[src/rtl/coeff_load_sequencer.sv]
// Walks NUM_COEFF coefficient indices (ascending or descending), one load strobe per index,
// gated by modwait, with an optional fixed settle gap; a new request restarts the set.
module coeff_load_sequencer #(
    parameter int  NUM_COEFF     = 4,
    parameter int  SETTLE_CYCLES = 0,
    localparam int IDX_W         = $clog2(NUM_COEFF)
) (
    input  logic             clk,
    input  logic             rst,
    input  logic             new_coefficient_set,
    input  logic             modwait,
    input  logic             reverse_order,
    output logic             load_coeff,
    output logic [IDX_W-1:0] coefficient_num,
    output logic             busy,
    output logic             load_done
);

    typedef enum logic [1:0] {
        IDLE   = 2'd0,
        ISSUE  = 2'd1,
        SETTLE = 2'd2,
        DONE   = 2'd3
    } state_t;

    localparam logic [IDX_W-1:0] LAST_IDX    = IDX_W'(NUM_COEFF - 1);
    localparam bit               HAS_SETTLE  = (SETTLE_CYCLES > 0);
    localparam logic [7:0]       SETTLE_INIT = HAS_SETTLE ? 8'(SETTLE_CYCLES - 1) : 8'd0;

    state_t           state_q, state_d;
    logic [IDX_W-1:0] idx_q, idx_d;
    logic             dir_q, dir_d;
    logic [7:0]       cnt_q, cnt_d;
    logic             is_last;
    logic             load_c;

    assign is_last = dir_q ? (idx_q == '0) : (idx_q == LAST_IDX);

    always_ff @(posedge clk or posedge rst) begin
        if (rst) begin
            state_q <= IDLE;
            idx_q   <= '0;
            dir_q   <= 1'b0;
            cnt_q   <= 8'd0;
        end else begin
            state_q <= state_d;
            idx_q   <= idx_d;
            dir_q   <= dir_d;
            cnt_q   <= cnt_d;
        end
    end

    always_comb begin
        state_d = state_q;
        idx_d   = idx_q;
        dir_d   = dir_q;
        cnt_d   = cnt_q;
        load_c  = 1'b0;
        // A request in any state (re)starts the set and overrides everything else.
        if (new_coefficient_set) begin
            dir_d   = reverse_order;
            idx_d   = reverse_order ? LAST_IDX : '0;
            cnt_d   = 8'd0;
            state_d = ISSUE;
        end else begin
            unique case (state_q)
                IDLE: begin
                    idx_d = '0;
                end
                ISSUE: begin
                    if (!modwait) begin
                        load_c = 1'b1;
                        if (is_last) begin
                            state_d = DONE;
                        end else begin
                            idx_d = dir_q ? (idx_q - IDX_W'(1)) : (idx_q + IDX_W'(1));
                            if (HAS_SETTLE) begin
                                state_d = SETTLE;
                                cnt_d   = SETTLE_INIT;
                            end
                        end
                    end
                end
                SETTLE: begin
                    if (cnt_q == 8'd0) begin
                        state_d = ISSUE;
                    end else begin
                        cnt_d = cnt_q - 8'd1;
                    end
                end
                DONE: begin
                    idx_d   = '0;
                    state_d = IDLE;
                end
                default: state_d = IDLE;
            endcase
        end
    end

    assign load_coeff      = load_c;
    assign coefficient_num = (state_q == IDLE) ? '0 : idx_q;
    assign busy            = (state_q != IDLE);
    assign load_done       = (state_q == DONE) && !new_coefficient_set;

endmodule

[config.mk]
export PLATFORM = sky130hd
export DESIGN_NAME = coeff_load_sequencer
export DESIGN_NICKNAME = d
export VERILOG_FILES = /design/src/rtl/coeff_load_sequencer.sv
export SDC_FILE = /design/constraint.sdc
export NUM_CORES = 1
export LEC_CHECK = 0
export CAP_MARGIN = 20
export CORE_MARGIN = 2
export CORE_UTILIZATION = 40
export CTS_CLUSTER_SIZE = 16
export DETAILED_ROUTE_END_ITERATION = 6
export GPL_ROUTABILITY_DRIVEN = 0
export PLACE_DENSITY = 0.68
export SYNTH_ARGS = -nofsm -noshare
export SYNTH_HDL_FRONTEND = slang
export SYNTH_SLANG_ARGS = --single-unit
[constraint.sdc]
create_clock -name clk -period 3.5 [get_ports clk]
set_input_delay 0.7 -clock clk [delete_from_list [all_inputs] [get_ports clk]]
set_output_delay 0.7 -clock clk [all_outputs]
set_load 0.05 [all_outputs]
; Word level (Yosys, flattened, before mapping)
; Index checks and enable logic that the tools add are counted.
[word_totals]
wordCells = 48
out_inout_bits = 5
input_bits = 5
ff_bits = 13
[op_classes]
reduce_logical = 13
n_eq_ne = 9
addsub = 3
muxes = 19
[op_table]
columns = cell, count
row1 = $mux W8, 3
row2 = $mux W2, 10
row3 = $ne A3 B3 Y1 const B, 4
row4 = $logic_not A8 Y1, 1
row5 = $sub A8 B1 Y8 const B, 1
row6 = $eq A2 B2 Y1 const B, 3
row7 = $pmux W2 S3, 1
row8 = $logic_not A2 Y1, 2
row9 = $mux W1, 4
row10 = $pmux W2 S2, 1
row11 = $reduce_and A4 Y1, 1
row12 = $reduce_bool A2 Y1, 2
row13 = $reduce_bool A4 Y1, 1
row14 = $reduce_and A3 Y1, 1
row15 = $reduce_bool A3 Y1, 1
row16 = $add A2 B1 Y2 const B, 1
row17 = $eq A2 B1 Y1 const B, 1
row18 = $ne A2 B2 Y1 const B, 1
row19 = $reduce_and A2 Y1, 1
row20 = $reduce_or A2 Y1, 1
row21 = $sub A2 B1 Y2 const B, 1
row22 = $logic_and A1 B1 Y1, 1
row23 = $logic_not A1 Y1, 1

; Logic depth before layout (Yosys ltp)
; Gate-level depths: netlist (run 1).
[logic_depth]
depth_word = 6
depth_mapped = 6
ltp_nobuf = 6

; Least setup slack after synthesis (run 1)
; Ideal clock, no wire load.
[synth_path]
path_type = input to output
startpoint = in new_coefficient_set
endpoint = out load_coeff
arrival_time_ns = 1.753
setup_slack_ns = 1.047
n_path_buf = 2
required_ns = 2.800
path_stages = 3
cell_sequence = clkbuf_1 buf_1 nor2_1
[synth_via]
elab_chain_cells = 1
[synth_rtl]
columns = item, line_no
row1 = from (decl), 10  ; input logic new_coefficient_set,
row2 = $mux W1, 60  ; if (new_coefficient_set) begin
row3 = to (decl), 13  ; output logic load_coeff,
; No other way between the ends.

; Final worst setup path (run 1)
[layout_path]
startpoint = in new_coefficient_set
endpoint = out load_done
[layout_via]
elab_chain_cells = 2
[layout_rtl]
columns = item, line_no
row1 = $logic_not A1 Y1, 103  ; assign load_done = (state_q == DONE) && !new_coefficient_set;
row2 = $logic_and A1 B1 Y1, 103
row3 = to (decl), 16  ; output logic load_done
; No other way between the ends.

==> impl_metrics.yaml, run 1 <==
status:
  status: "complete, no violations"
timing:
  rsz0062_at_grt: "no"
  timing.fmax_mhz: 339
  setup_violations: 0
  period_needed_ns: 2.95
  relSlewSlack_pct: 66.8
  final.setup.tns_ns: 0
  clock_skew_ns: 0.00790
  hold_viol_final: 0
  drv_slew: 0
  timing.final.crit_share_pct: 84.4
  tightest_slew_ns: 0.497
power:
  p_leak_nw: 0.432
  comb_power_share_pct: 44.1
  seq_power_share_pct: 38.0
  switching_share_pct: 39.3
  power_density_mw_per_mm2: 505
  peakVddDrop_mv: 0.218
  power.internal_w: 0.000307
  switching_power_w: 0.000199
  p_clk_share_pct: 17.9
  total_power_w: 0.000506
worst_hold_path:
  hp-class: "reg -> reg"
final_layout:
  fin_cells: 130
  nets: 116
  drive_gt1_share_pct: 7.77
  diodes: 0
  area_growth_pct: 16.4
run:
  maxCapViolations: 0
synth:
  synth_commonest_cells: "nor2_1 (15), dfrtp_1 (13), inv_1 (8)"
  synth_cell_types: 32
  synth_seq_cells: 13
  synthFlopType: "dfrtp_1"
  ys_seq_area_share_pct: 37.8
  yosysWarnings: 0
  yosysTopAreaCell: "dfrtp_1"
  syn_avg_cell_area_um2: 9.26
  async_flop_share_pct: 100
  yosys-top-cells-area: "dfrtp_1 (38%), ha_1 (10%), nor2_1 (6.5%)"
  synthesis.nets: 105
  yosys.area.top_type_share_pct: 37.8
  synth_edf_count: 0
  yosysMostFrequentCell: "nor2_1"
  mappedNetlistArea_um2: 861
  syn_inst: 93
clock_tree:
  clockRootBuffer: "clkbuf_4"
  cts_num_sinks: 13
  worstSkewPairLatency_ns: 0.28
  post-cts-setup-buffers: 0
  postCtsResizedCells: 0
  clockBufferDepth: 2
  cts_made_buffers: 3
  path_clk_slew_ns: 0.07
  htree_levels: 1
  cts_hold_buf: 0
  cts_tree: "built"
grt:
  antenna_found_initial: 0
  globalRoute.totalOverflow: 0
  grt_max_degree: 14
  grt_pass1_vias: 641
  gr-usage-all-layers_pct: 15.3
  grt_pass1_wl_um: 2860
floorplan:
  die_w_um: 50.4
  die-area_mm2: 0.00254
  core_area_mm2: 0.00200
  fp-row-count: 16
  ios: 10
  start_util_pct: 43.0
  die_y_um: 50.4
route:
  drtPass1Iterations: 4
  viasPerCell: 5.01
  avgRoutedWirePerCell_um: 12.1
  wl_um: 1570
  ant_nets: 0
  first_iter_violations: 5
  drc: 0
  dr_total_vias: 651
critical_path:
  critical_path_class: "in -> out"
  path_cells: "clkdlybuf4s50_1 -> nor2b_1 -> clkdlybuf4s50_1"
  crit_fanout: 11
  critPathMostFrequentCell: "clkdlybuf4s50_1"
  worst_setup_path_start_kind: "input pin"
  arrival_ns: 2.25
  crit_path_end_kind: "output port"
  worstPathRequired_ns: 2.80
  slowest_delay_ns: 0.81
  cp_slowest_cell: "clkdlybuf4s50_1"
placement:
  portBuffers: 9
  dp_hpwl_um: 1220
  post-place-cells: 126
[power groups by stage]
stage                     sequential (W)  combinational, W  clock (W)
after floorplan                 0.000182          0.000179          0
after global placement          0.000194          0.000223          0
after detailed placement        0.000195          0.000225          0
after CTS                       0.000192          0.000225  0.0000955
after global routing            0.000197          0.000242   0.000104
final                           0.000192          0.000223  0.0000905
[path summary, 6_finish.rpt]
| kind | from | to | slack (ns) | cells after the start |
|---|---|---|---|---|
| min in group asynchronous | rst | cnt_q[3] | 0.74 | 2 |
| setup reg to reg | cnt_q[2] | state_q[1] | 1.42 | 4 |
| max in group asynchronous | rst | cnt_q[6] | 2.43 | 2 |
| hold reg to reg | cnt_q[4] | cnt_q[4] | 0.59 | 2 |
| hold / removal | cnt_q[4] | cnt_q[4] | 0.59 | 2 |
| setup / recovery | new_coefficient_set | load_done | 0.55 | 3 |
[kinds of logic after synthesis]
family          Yosys count  synth area share (%)
flops                    13                  37.8
xor+xnor                  7                  7.12
mux                       3                  3.78
simple gates             36                  22.4
compound gates           15                  13.4
fa+ha+maj                 7                  10.2
buf+inv                  12                  5.38
[layout by cell type, fill, tap and decap left out, types with 2 or more instances in the layout]
master           Yosys  routed
o2111ai_1            2       2
nand2b_1             2       2
xnor2_1              3       3
clkbuf_4             0       3
a21oi_1              2       2
nand2_1              2       2
clkdlybuf4s50_1      0       9
dfrtp_1             13      13
xor2_1               4       4
nor3_1               3       3
o21ai_0              3       3
nor2b_1              6       6
nor2_1              15      15
inv_1                8       8
ha_1                 7       7
o211ai_1             2       2
or4_1                3       3
[cell type report]
| cell class | instances | area [um2] |
|---|---|---|
| Fill cell | 198 | 1000 |
| Multi-Input combinational cell | 68 | 489 |
| Sequential cell | 13 | 325 |
| Timing Repair Buffer | 10 | 97.6 |
| Tap cell | 27 | 33.8 |
| Inverter | 8 | 30.0 |
| Clock buffer | 4 | 26.3 |
[worst max-delay path, delay by kind of cell]
family,cells,cell delay (ns)
buf+inv,2,1.38
simple gates,1,0.17
[metrics by stage]
step	utilization [%]	hold slack [ns]	worst slack, ns	area (um2)
after floorplan	-	0.520	1.05	861
after global placement	48.8	0.543	0.533	976
after detailed placement	48.8	0.578	0.538	976
after CTS	50.1	0.593	0.536	1000
after global routing	50.1	0.627	0.425	1000
final	50.1	0.593	0.547	1000
[per-layer routing]
layer  GRT usage [%]  vias to the layer above  part of all wire [%]
met2            24.3                        7                    46
met5               0                        -                     0
met3            4.76                        4                   3.3
met4            8.11                        0                   2.3
li1                -                      337                     -
met1            18.4                      303                    48
[flip-flops by register name (all words and copies together), names as in the netlist]
name / cells
cnt_q: 8
idx_q: 2
state_q: 2
dir_q: 1
Note: power is estimated with default switching activity, not from simulation.
==> run 2, diff against run 1 <==
==> constraint.sdc (replaced) <==
create_clock -name clk -period 3.1 [get_ports clk]
set_input_delay 0.62 -clock clk [delete_from_list [all_inputs] [get_ports clk]]
set_output_delay 0.62 -clock clk [all_outputs]
set_load 0.05 [all_outputs]
==> impl_metrics.yaml, run 2 (same netlist as run 1, synthesis figures left out) <==
clock_tree:
  path_clk_slew_ns: 0.07
  cts_made_buffers: 3
  cts_num_sinks: 13
  worstSkewPairLatency_ns: 0.27
  cts_tree: "built"
  clockBufferDepth: 2
  clockRootBuffer: "clkbuf_4"
  post-cts-setup-buffers: 0
  postCtsResizedCells: 0
  cts_hold_buf: 0
  htree_levels: 1
worst_hold_path:
  hp-class: "reg -> reg"
  hold_end: "cnt_q[4]"
  min_path_cells: 2
  timing.hold.worst.start: "cnt_q[4]"
timing:
  drv_slew: 0
  timing.final.crit_share_pct: 82.1
  timing.fmax_mhz: 393
  rsz0062_at_grt: "no"
  relSlewSlack_pct: 65.6
  tightest_slew_ns: 0.516
  setup_violations: 0
  period_needed_ns: 2.54
  hold_viol_final: 0
  clock_skew_ns: 0.00394
  final.setup.tns_ns: 0
route:
  avgRoutedWirePerCell_um: 12.2
  viasPerCell: 5.30
  first_iter_violations: 7
  dr_total_vias: 689
  drtPass1Iterations: 4
  drc: 0
  wl_um: 1580
  ant_nets: 0
grt:
  globalRoute.totalOverflow: 0
  grt_pass1_wl_um: 2820
  met2_usage_pct: 24.1
  grt_pass1_vias: 652
  grt_max_degree: 20
  grt.met1_usage_pct: 17.6
  antenna_found_initial: 0
  use_met3_pct: 5.36
  gr-usage-all-layers_pct: 15.1
  busiest_layer: "met2"
critical_path:
  rrSetupSlack_ns: 1.03
  r2r-start: "cnt_q[2]"
  worstPathRequired_ns: 2.48
  worst_setup_path_start_kind: "flip-flop"
  arrival_ns: 1.92
  crit_fanout: 5
  r2r_cells: 4
  timing.rr.end: "state_q[1]"
  crit_path_end_kind: "output port"
  critical_path_class: "reg -> out"
run:
  maxCapViolations: 0
placement:
  portBuffers: 9
  dp_hpwl_um: 1210
  dpl_cell_area_um2: 971
status:
  status: "complete, no violations"
floorplan:
  die_y_um: 50.4
  ios: 10
  core_area_mm2: 0.00200
  fp-row-count: 16
  die_w_um: 50.4
  die-area_mm2: 0.00254
  start_util_pct: 43.0
final_layout:
  area_growth_pct: 15.8
  final_common_cell: "nor2_1"
  final_cell_mix: "nor2_1 (15), dfrtp_1 (13), inv_1 (8), ha_1 (7), clkdlybuf4s50_1 (7)"
  nets: 116
  final_cell_area_um2: 997
  fillers: 197
  largest_reg_flops: 8
  drive_gt1_share_pct: 9.71
  largest_register: "cnt_q"
  top_regs: "cnt_q x8, idx_q x2, state_q x2"
  diodes: 0
power:
  p_leak_nw: 0.436
  power_density_mw_per_mm2: 572
  peakVddDrop_mv: 0.276
  total_power_w: 0.000571
==> run 2: cell count changes in the layout (fill, tap and decap cells not counted) <==
cell	before	now
clkdlybuf4s50_1	9	7
buf_4	1	3
==> run 2: per-layer routing <==
layer | wire (um) | share of wire (%) | vias up
met5 | 0 | 0 | -
met4 | 36 | 2.3 | 0
met3 | 51 | 3.2 | 4
met2 | 770 | 49 | 12
met1 | 724 | 46 | 335
li1 | - | - | 338
==> run 2: power by group <==
group	internal, W	leakage, nW	switching, W
clock	0.0000499	0.0150	0.0000515
combinational	0.000109	0.250	0.000145
sequential	0.000187	0.171	0.0000286
total	0.000346	0.436	0.000225
==> run 2: worst max-delay path, stage by stage, from the launching register on <==
cell             delay [ns]
dfrtp_1                0.42
inv_1                  0.09
ha_1                   0.23
nor2b_1                0.11
clkdlybuf4s50_1        0.81
==> run 2: metrics by stage <==
| stage | utilization (%) | hold slack, ns | setup slack [ns] | cells |
|---|---|---|---|---|
| final | 49.8 | 0.588 | 0.556 | 130 |
| after global routing | 49.8 | 0.623 | 0.411 | 130 |
| after CTS | 49.8 | 0.589 | 0.534 | 130 |
| after detailed placement | 48.5 | 0.569 | 0.842 | 126 |
| after global placement | 48.5 | 0.557 | 0.883 | 126 |
| after floorplan | - | 0.497 | 0.807 | 93 |
==> run 2: how the worst max path moves through the flow <==
stage	from	endpoint	slack [ns]	cells after the start
2_1_floorplan	new_coefficient_set	load_coeff	0.81	3
3_5_place_dp	state_q[0]	coefficient_num[0]	0.84	4
4_1_cts	state_q[0]	coefficient_num[0]	0.53	4
3_3_place_gp	state_q[0]	coefficient_num[0]	0.88	4
6_report	state_q[0]	coefficient_num[0]	0.56	4
5_1_grt	state_q[0]	coefficient_num[0]	0.41	4
==> run 2: final cells by class <==
class	count	area (um2)	area share [%]
clock buffer	4	26.3	2.63
inverter	8	30.0	3.01
multi-input combinational	68	489	49.1
sequential	13	325	32.6
tap	27	33.8	3.39
timing repair buffer	10	92.6	9.28
